**src/rtl/controller_pkg.sv**
```systemverilog
// Shared types and constants for the serial game-controller poller.
package controller_pkg;

  typedef enum logic [2:0] {
    IDLE,
    LATCH,
    GAP,
    SHIFT_HI,
    SHIFT_LO,
    DONE
  } state_t;

  localparam int BITS_PER_CTRL = 8;

  localparam int BTN_A      = 7;
  localparam int BTN_B      = 6;
  localparam int BTN_SELECT = 5;
  localparam int BTN_START  = 4;
  localparam int BTN_UP     = 3;
  localparam int BTN_DOWN   = 2;
  localparam int BTN_LEFT   = 1;
  localparam int BTN_RIGHT  = 0;

endpackage

```
**src/rtl/controller_reader_sync_2ff.sv**
```systemverilog
// Two-flop synchronizer for asynchronous inputs.
module sync_2ff #(
  parameter int               WIDTH     = 1,
  parameter logic [WIDTH-1:0] RESET_VAL = '0
) (
  input  logic             clk,
  input  logic             rst_n,
  input  logic [WIDTH-1:0] d,
  output logic [WIDTH-1:0] q
);

  logic [WIDTH-1:0] meta_reg;
  logic [WIDTH-1:0] sync_reg;

  always_ff @(posedge clk or negedge rst_n) begin
    if (!rst_n) begin
      meta_reg <= RESET_VAL;
      sync_reg <= RESET_VAL;
    end else begin
      meta_reg <= d;
      sync_reg <= meta_reg;
    end
  end

  assign q = sync_reg;

endmodule

```
**src/rtl/controller_reader.sv**
```systemverilog
// Polls NUM_CTRL serial controllers sharing latch/clock lines and publishes
// active-high button words once per poll.
module controller_reader
  import controller_pkg::*;
#(
  parameter int HALF_PERIOD = 4,
  parameter int NUM_CTRL    = 2
) (
  input  logic                            clk,
  input  logic                            rst_n,
  input  logic                            start,
  output logic                            ctrl_latch,
  output logic                            ctrl_clk,
  input  logic [NUM_CTRL-1:0]             ctrl_data_B,
  output logic [BITS_PER_CTRL*NUM_CTRL-1:0] buttons,
  output logic                            valid,
  output logic                            busy
);

  localparam int CNT_W = $clog2(2 * HALF_PERIOD);
  localparam logic [CNT_W-1:0] LATCH_LAST = CNT_W'(2 * HALF_PERIOD - 1);
  localparam logic [CNT_W-1:0] HALF_LAST  = CNT_W'(HALF_PERIOD - 1);
  localparam logic [2:0]       LAST_BIT   = 3'(BITS_PER_CTRL - 1);

  state_t           state_reg, state_next;
  logic [CNT_W-1:0] cnt_reg;
  logic [2:0]       bit_cnt_reg;
  logic [NUM_CTRL-1:0] data_sync;

  logic timed;
  logic phase_last;
  logic sample_en;
  logic final_sample;

  sync_2ff #(
    .WIDTH     (NUM_CTRL),
    .RESET_VAL ({NUM_CTRL{1'b1}})
  ) u_sync (
    .clk   (clk),
    .rst_n (rst_n),
    .d     (ctrl_data_B),
    .q     (data_sync)
  );

  always_comb begin
    timed        = (state_reg == LATCH) || (state_reg == GAP) ||
                   (state_reg == SHIFT_HI) || (state_reg == SHIFT_LO);
    phase_last   = (state_reg == LATCH) ? (cnt_reg == LATCH_LAST)
                                        : (cnt_reg == HALF_LAST);
    // Bit 7 is taken at the end of the gap, bits 6..0 at the end of each low phase.
    sample_en    = phase_last && ((state_reg == GAP) || (state_reg == SHIFT_LO));
    final_sample = phase_last && (state_reg == SHIFT_LO) && (bit_cnt_reg == LAST_BIT);
  end

  always_ff @(posedge clk or negedge rst_n) begin
    if (!rst_n) begin
      state_reg   <= IDLE;
      cnt_reg     <= '0;
      bit_cnt_reg <= '0;
    end else begin
      state_reg <= state_next;
      if (timed && !phase_last) cnt_reg <= cnt_reg + 1'b1;
      else                      cnt_reg <= '0;
      if (sample_en)
        bit_cnt_reg <= (state_reg == GAP) ? 3'd1 : bit_cnt_reg + 3'd1;
    end
  end

  always_comb begin
    state_next = state_reg;
    unique case (state_reg)
      IDLE:     if (start)      state_next = LATCH;
      LATCH:    if (phase_last) state_next = GAP;
      GAP:      if (phase_last) state_next = SHIFT_HI;
      SHIFT_HI: if (phase_last) state_next = SHIFT_LO;
      SHIFT_LO: if (phase_last) state_next = (bit_cnt_reg == LAST_BIT) ? DONE : SHIFT_HI;
      DONE:                     state_next = IDLE;
      default:                  state_next = IDLE;
    endcase
  end

  always_comb begin
    ctrl_latch = (state_reg == LATCH);
    ctrl_clk   = (state_reg == SHIFT_HI);
    valid      = (state_reg == DONE);
    busy       = timed;
  end

  // Each controller has its own data path; timing is shared.
  generate
    for (genvar gi = 0; gi < NUM_CTRL; gi++) begin : g_ctrl
      logic [BITS_PER_CTRL-1:0] shift_reg;
      logic [BITS_PER_CTRL-1:0] btn_reg;

      always_ff @(posedge clk or negedge rst_n) begin
        if (!rst_n) begin
          shift_reg <= '0;
          btn_reg   <= '0;
        end else begin
          if (sample_en)
            shift_reg <= {shift_reg[BITS_PER_CTRL-2:0], data_sync[gi]};
          // Written on the edge entering DONE so the word is new exactly while valid is high.
          if (final_sample)
            btn_reg <= ~{shift_reg[BITS_PER_CTRL-2:0], data_sync[gi]};
        end
      end

      assign buttons[BITS_PER_CTRL*gi +: BITS_PER_CTRL] = btn_reg;
    end
  endgenerate

endmodule

```
**config.mk**
```make
export PLATFORM = sky130hd
export DESIGN_NAME = controller_reader
export DESIGN_NICKNAME = d
export VERILOG_FILES = /design/src/rtl/controller_pkg.sv /design/src/rtl/controller_reader_sync_2ff.sv /design/src/rtl/controller_reader.sv
export SDC_FILE = /design/constraint.sdc
export NUM_CORES = 1
export LEC_CHECK = 0
export ABC_AREA = 1
export BUFFER_PORTS_ARGS = -buffer_cell sky130_fd_sc_hd__buf_2
export CORE_ASPECT_RATIO = 0.9
export CORE_MARGIN = 1.5
export CORE_UTILIZATION = 50
export CTS_CLUSTER_DIAMETER = 150
export DETAILED_ROUTE_END_ITERATION = 12
export HOLD_SLACK_MARGIN = 0.05
export PLACE_DENSITY_LB_ADDON = 0.3
export SLEW_MARGIN = 20
export SYNTH_ARGS = -nofsm -noshare
export SYNTH_HDL_FRONTEND = slang
export SYNTH_SLANG_ARGS = --single-unit
```
**constraint.sdc**
```tcl
create_clock -name clk -period 2.2 [get_ports clk]
set_clock_uncertainty 0.15 [all_clocks]
set_input_delay 0.44 -clock clk [delete_from_list [all_inputs] [get_ports clk]]
set_output_delay 0.44 -clock clk [all_outputs]
set_load 0.02 [all_outputs]
```
==> results of run 1 <==
[cell families after synthesis]
| group | synth area share |
|---|---|
| AO/OA/AOI/OAI | 0.0831 |
| adder cells (fa/ha/maj) | 0.0198 |
| buffers and inverters | 0.0804 |
| flip-flops | 0.570 |
| AND/OR/NAND/NOR | 0.247 |
[routing by layer]
layer	global-route usage	vias to the layer above
met2	0.258	22
met3	0.0494	6
met4	0.0771	0
met1	0.220	604
met5	0	-
li1	-	680
[timing repair]
action                                  CTS  global route
hold buffers                              1             0
endpoints found under the hold margin    20             0
endpoints found under the setup margin    0             0
[synthesized netlist by cell type (2+ instances only)]
cell type	count
dfrtp_1	39
a21oi_1	2
nand2_1	57
nand3b_1	3
inv_1	22
inv_2	2
nand2_2	6
nor2_1	5
ha_1	3
nand3_1	20
o21ai_0	9
buf_4	2
o21ai_2	10
buf_6	2
nor2_2	2
dfstp_2	4
[worst max-delay path by stage]
stage	startpoint	endpoint	slack, ps
final	state_reg[1]$_DFFE_PN0P_	busy	230
after global routing	state_reg[2]$_DFFE_PN0P_	g_ctrl[1].btn_reg[7]$_DFFE_PN0P_	160
after CTS	state_reg[1]$_DFFE_PN0P_	busy	230
after detailed placement	state_reg[2]$_DFFE_PN0P_	g_ctrl[1].btn_reg[7]$_DFFE_PN0P_	350
after global placement	state_reg[2]$_DFFE_PN0P_	g_ctrl[1].btn_reg[0]$_DFFE_PN0P_	370
after floorplan	state_reg[2]$_DFFE_PN0P_	g_ctrl[0].btn_reg[0]$_DFFE_PN0P_	650
[metrics by stage]
step	instance area, µm²	util	hold slack [ps]	worst slack [ps]
floorplan	1900	-	-5.59	646
global placement	2060	0.560	197	369
detailed placement	2060	0.560	197	349
CTS	2200	0.599	77.6	230
global route	2200	0.599	72.8	156
finish	2200	0.599	81.3	232
[layout make-up]
| type | count | share of cell area |
|---|---|---|
| flip-flops and latches | 43 | 0.491 |
| clock buffers | 6 | 0.0329 |
| clock inverters | 2 | 0.0273 |
| multi-input cells | 125 | 0.302 |
| well taps | 46 | 0.0261 |
| repair buffers | 28 | 0.0806 |
| inverters | 24 | 0.0409 |
[power breakdown]
part           switching, µW  internal, µW  leakage, µW
Clock                    264           454    0.0000654
Combinational            352           193     0.000545
Sequential              76.1           887     0.000577
Total                    692          1530      0.00119
==> flow_summary.json, run 1 <==
{
  "tns_ps": 0,
  "ys.flop_type": "dfrtp_1",
  "multi_input_area_um2": 664,
  "irDropWorstVdd_uv": 638,
  "ant_nets": 0,
  "period_minus_slack_ps": 1970,
  "crit_path_cell_trace": "nor2_2 -> nand2_2 -> nand3b_1 -> buf_2",
  "cts_resized": 0,
  "wl_met3_um": 116,
  "cts_max_path_buffers": 2,
  "num_rows": 21,
  "timing.critical_path.buf_inv": 1,
  "largest_reg_flops": 16,
  "finalNetCount": 235,
  "area_growth_pct": 16.1,
  "yosysWarnings": 0,
  "worstPathRequired_ps": 1610,
  "r2r_setup_slack_ps": 340,
  "antenna_found_initial": 0,
  "setup_viol": 0,
  "fp.dieW_um": 67.9,
  "whs_path_depth": 1,
  "initial_utilization": 0.516,
  "critPathKind": "reg -> out",
  "most-common-layout-cells": "nand2_1 (57), dfrtp_1 (39), buf_2 (24), inv_1 (22), nand3_1 (20)",
  "mostFrequentLayoutCell": "nand2_1",
  "holdCritPathClass": "in -> reg",
  "rr_endpoint": "g_ctrl[0].btn_reg[1]$_DFFE_PN0P_",
  "wl_per_cell_um": 11.6,
  "crit_family": "flip-flops",
  "synth_edf_count": 0,
  "p_per_area_nw_per_um2": 1010,
  "hp-start": "ctrl_data_B[1]",
  "drive_above_1_share": 0.276,
  "ctsRootBufferMaster": "clkbuf_8",
  "clk_pin_slew_ps": 80,
  "synth-async-reset-ratio": 1.00,
  "min_period_over_period": 0.895,
  "syn_nets": 206,
  "globalRouteTotalUtil": 0.168,
  "gp_congestion": 0.791,
  "r2r_cells": 8,
  "clock_latency_ps": 300,
  "dr.pass1.iters": 4,
  "rsz0062_at_grt": "no",
  "cts_tree": "built",
  "run_status": "complete, no violations",
  "io_pins": 25,
  "hold_end": "u_sync.meta_reg[1]$_DFF_PN1_",
  "drtIter0Drc": 100,
  "crit_arrival_ps": 1380,
  "start_kind": "flop",
  "final_hold_viol_count": 0,
  "finalMaxSlewViolations": 0,
  "regArea_um2": 1080,
  "synth_top_area_frac": 0.514,
  "tightestPinTransition_ps": 495,
  "highest_layer": "met4",
  "fillers": 335,
  "n_antenna_cell": 0,
  "ys_types": 26,
  "die_h_um": 61.5,
  "numCtsBuffers": 5,
  "vias": 1312,
  "ys_seq_area_frac": 0.570,
  "relSlewSlack": 0.670,
  "instances_no_fill": 274,
  "dpl.cell_count": 265,
  "gr-total-overflow": 0,
  "slowest_stage": "dfrtp_1",
  "synth_area_leaders": "dfrtp_1 (51%), nand2_1 (11%), dfstp_2 (5.5%)",
  "ys_ff_latch": 43,
  "cp.depth": 4,
  "leakage_uw": 0.00119,
  "grt_first_pass_wirelength_mm": 5.06,
  "avgViaCountPerCell": 4.79,
  "avgSynthCellArea_um2": 9.59,
  "grt_max_degree": 24,
  "coreArea_um2": 3680,
  "wl_met2_mm": 1.39,
  "dp_hpwl_mm": 2.15,
  "wl_mm": 3.18,
  "cts_sinks": 43,
  "syn_inst": 198,
  "worst-path-max-fanout": 7,
  "syn_area_um2": 1900,
  "yosys.area.top_type": "dfrtp_1",
  "power_uw": 2230,
  "htree_levels": 2,
  "drc": 0,
  "r2r-start": "state_reg[2]$_DFFE_PN0P_",
  "postCtsSetupBuffers": 0,
  "cp_slowest_stage_delay_ps": 460,
  "port_buffers": 24,
  "met1Wirelength_mm": 1.62,
  "endpoint_kind": "output port",
  "die_area_um2": 4180,
  "cap_violations": 0,
  "fmax_mhz": 508,
  "grt_pass1_vias": 1108
}
No activity file was read; power rests on OpenSTA's default activity.
==> run 2: changes to the inputs <==
CELL_PAD_IN_SITES_DETAIL_PLACEMENT = 2   (was default)
CELL_PAD_IN_SITES_GLOBAL_PLACEMENT = 2   (was default)
CORE_UTILIZATION = 35   (was 50)
==> flow_summary.json, run 2 (synthesis gave the netlist of run 1 again) <==
{
  "p_clk_frac": 0.287,
  "clock_latency_ps": 300,
  "ctsRootBufferMaster": "clkbuf_8",
  "numCtsBuffers": 5,
  "avgViaCountPerCell": 4.76,
  "min_period_over_period": 0.928,
  "holdCritPathClass": "in -> reg",
  "setup_viol": 0,
  "power_frac_comb": 0.265,
  "rsz0062_at_grt": "no",
  "cts_resized": 0,
  "finalMaxSlewViolations": 0,
  "cts_max_path_buffers": 2,
  "worstPathRequired_ps": 1610,
  "worst-path-max-fanout": 7,
  "area_growth_pct": 16.9,
  "finish.utilization": 0.422,
  "run_status": "complete, no violations",
  "dr.pass1.iters": 3,
  "ant_nets": 0,
  "drive_above_1_share": 0.290,
  "switching_share": 0.343,
  "grt_max_degree": 30,
  "fillers": 587,
  "gr-total-overflow": 0,
  "grt_pass1_vias": 1589,
  "port_buffers": 24,
  "tns_ps": 0,
  "largest_reg_flops": 16,
  "irDropWorstVdd_uv": 465,
  "num_rows": 25,
  "htree_levels": 2,
  "tightestPinTransition_ps": 384,
  "final_hold_viol_count": 0,
  "vias": 1418,
  "p_int_uw": 1420,
  "wl_mm": 4.22,
  "power_frac_seq": 0.447,
  "most-common-layout-cells": "nand2_1 (57), dfrtp_1 (39), buf_2 (24), inv_1 (22), nand3_1 (20)",
  "die_h_um": 72.9,
  "period_minus_slack_ps": 2040,
  "drtIter0Drc": 47,
  "cap_violations": 0,
  "critPathKind": "reg -> out",
  "power_switching_uw": 743,
  "initial_utilization": 0.361,
  "n_antenna_cell": 0,
  "finalNetCount": 238,
  "fmax_mhz": 490,
  "mostFrequentLayoutCell": "nand2_1",
  "globalRouteTotalUtil": 0.170,
  "regArea_um2": 1080,
  "die_area_um2": 5870,
  "wl_per_cell_um": 14.2,
  "fp.dieW_um": 80.6,
  "leakage_uw": 0.00119,
  "clk_pin_slew_ps": 90,
  "antenna_found_initial": 0,
  "crit_arrival_ps": 1450,
  "relSlewSlack": 0.744,
  "grt_first_pass_wirelength_mm": 7.51,
  "dp_hpwl_mm": 3.12,
  "p_per_area_nw_per_um2": 976,
  "multi_input_area_um2": 664,
  "drc": 0,
  "start_kind": "flop",
  "cts_tree": "built",
  "coreArea_um2": 5260,
  "cts_sinks": 43,
  "endpoint_kind": "output port",
  "io_pins": 25,
  "gp_congestion": 0.728
}
## run 2: layer usage
layer	track usage	wire length, µm	vias up	part of all wire
li1	-	-	685	-
met1	0.220	1950	708	0.46
met2	0.279	2080	18	0.49
met3	0.0375	117	7	0.028
met4	0.0632	69	0	0.016
met5	0	0	-	0
## run 2: path summary, 6_finish.rpt
kind	slack [ps]	depth (start not counted)	end	from
min reg2reg	210	0	u_sync.q[1]$_DFF_PN1_	u_sync.meta_reg[1]$_DFF_PN1_
max in group asynchronous	870	3	u_sync.q[0]$_DFF_PN1_	rst_n
max reg2reg	430	8	g_ctrl[1].btn_reg[4]$_DFFE_PN0P_	state_reg[2]$_DFFE_PN0P_
min in group asynchronous	430	2	g_ctrl[1].btn_reg[0]$_DFFE_PN0P_	rst_n
min	70	1	u_sync.meta_reg[0]$_DFF_PN1_	ctrl_data_B[0]
max	160	4	busy	state_reg[1]$_DFFE_PN0P_
## run 2: layout make-up
type,instances,share of cell area
Sequential cell,43,0.487
Multi-Input combinational cell,125,0.299
Timing Repair Buffer,31,0.0846
Inverter,24,0.0406
Tap cell,67,0.0378
Clock buffer,5,0.0310
Clock inverter,3,0.0197
## run 2: power by group through the flow
| stage | registers, µW | logic [µW] | clock network [µW] |
|---|---|---|---|
| global placement | 978 | 567 | 0 |
| CTS | 971 | 590 | 641 |
| floorplan | 961 | 435 | 0 |
| finish | 969 | 575 | 623 |
| detailed placement | 986 | 585 | 0 |
| global route | 986 | 666 | 669 |
## run 2: metrics by stage
step                cells  setup slack, ps  hold slack, ps  total power [µW]  instance area (µm²)
floorplan             198              646           -5.59              1400                 1900
global placement      289              486             196              1550                 2100
detailed placement    289              396             198              1570                 2100
CTS                   298              127            66.2              2200                 2220
global route          298             46.2            65.2              2320                 2220
finish                298              158            73.9              2170                 2220
## run 2: worst max-delay path, cell delays in order (launching register included)
cell and delay [ps]:
dfrtp_1 470, nor2_2 190, nand2_2 130, nand3b_1 170, buf_2 190
## run 2: repair_timing
item / in CTS / in global routing
setup buffers: 0 / 0
hold endpoints to repair: 13 / 0
hold buffers: 1 / 0
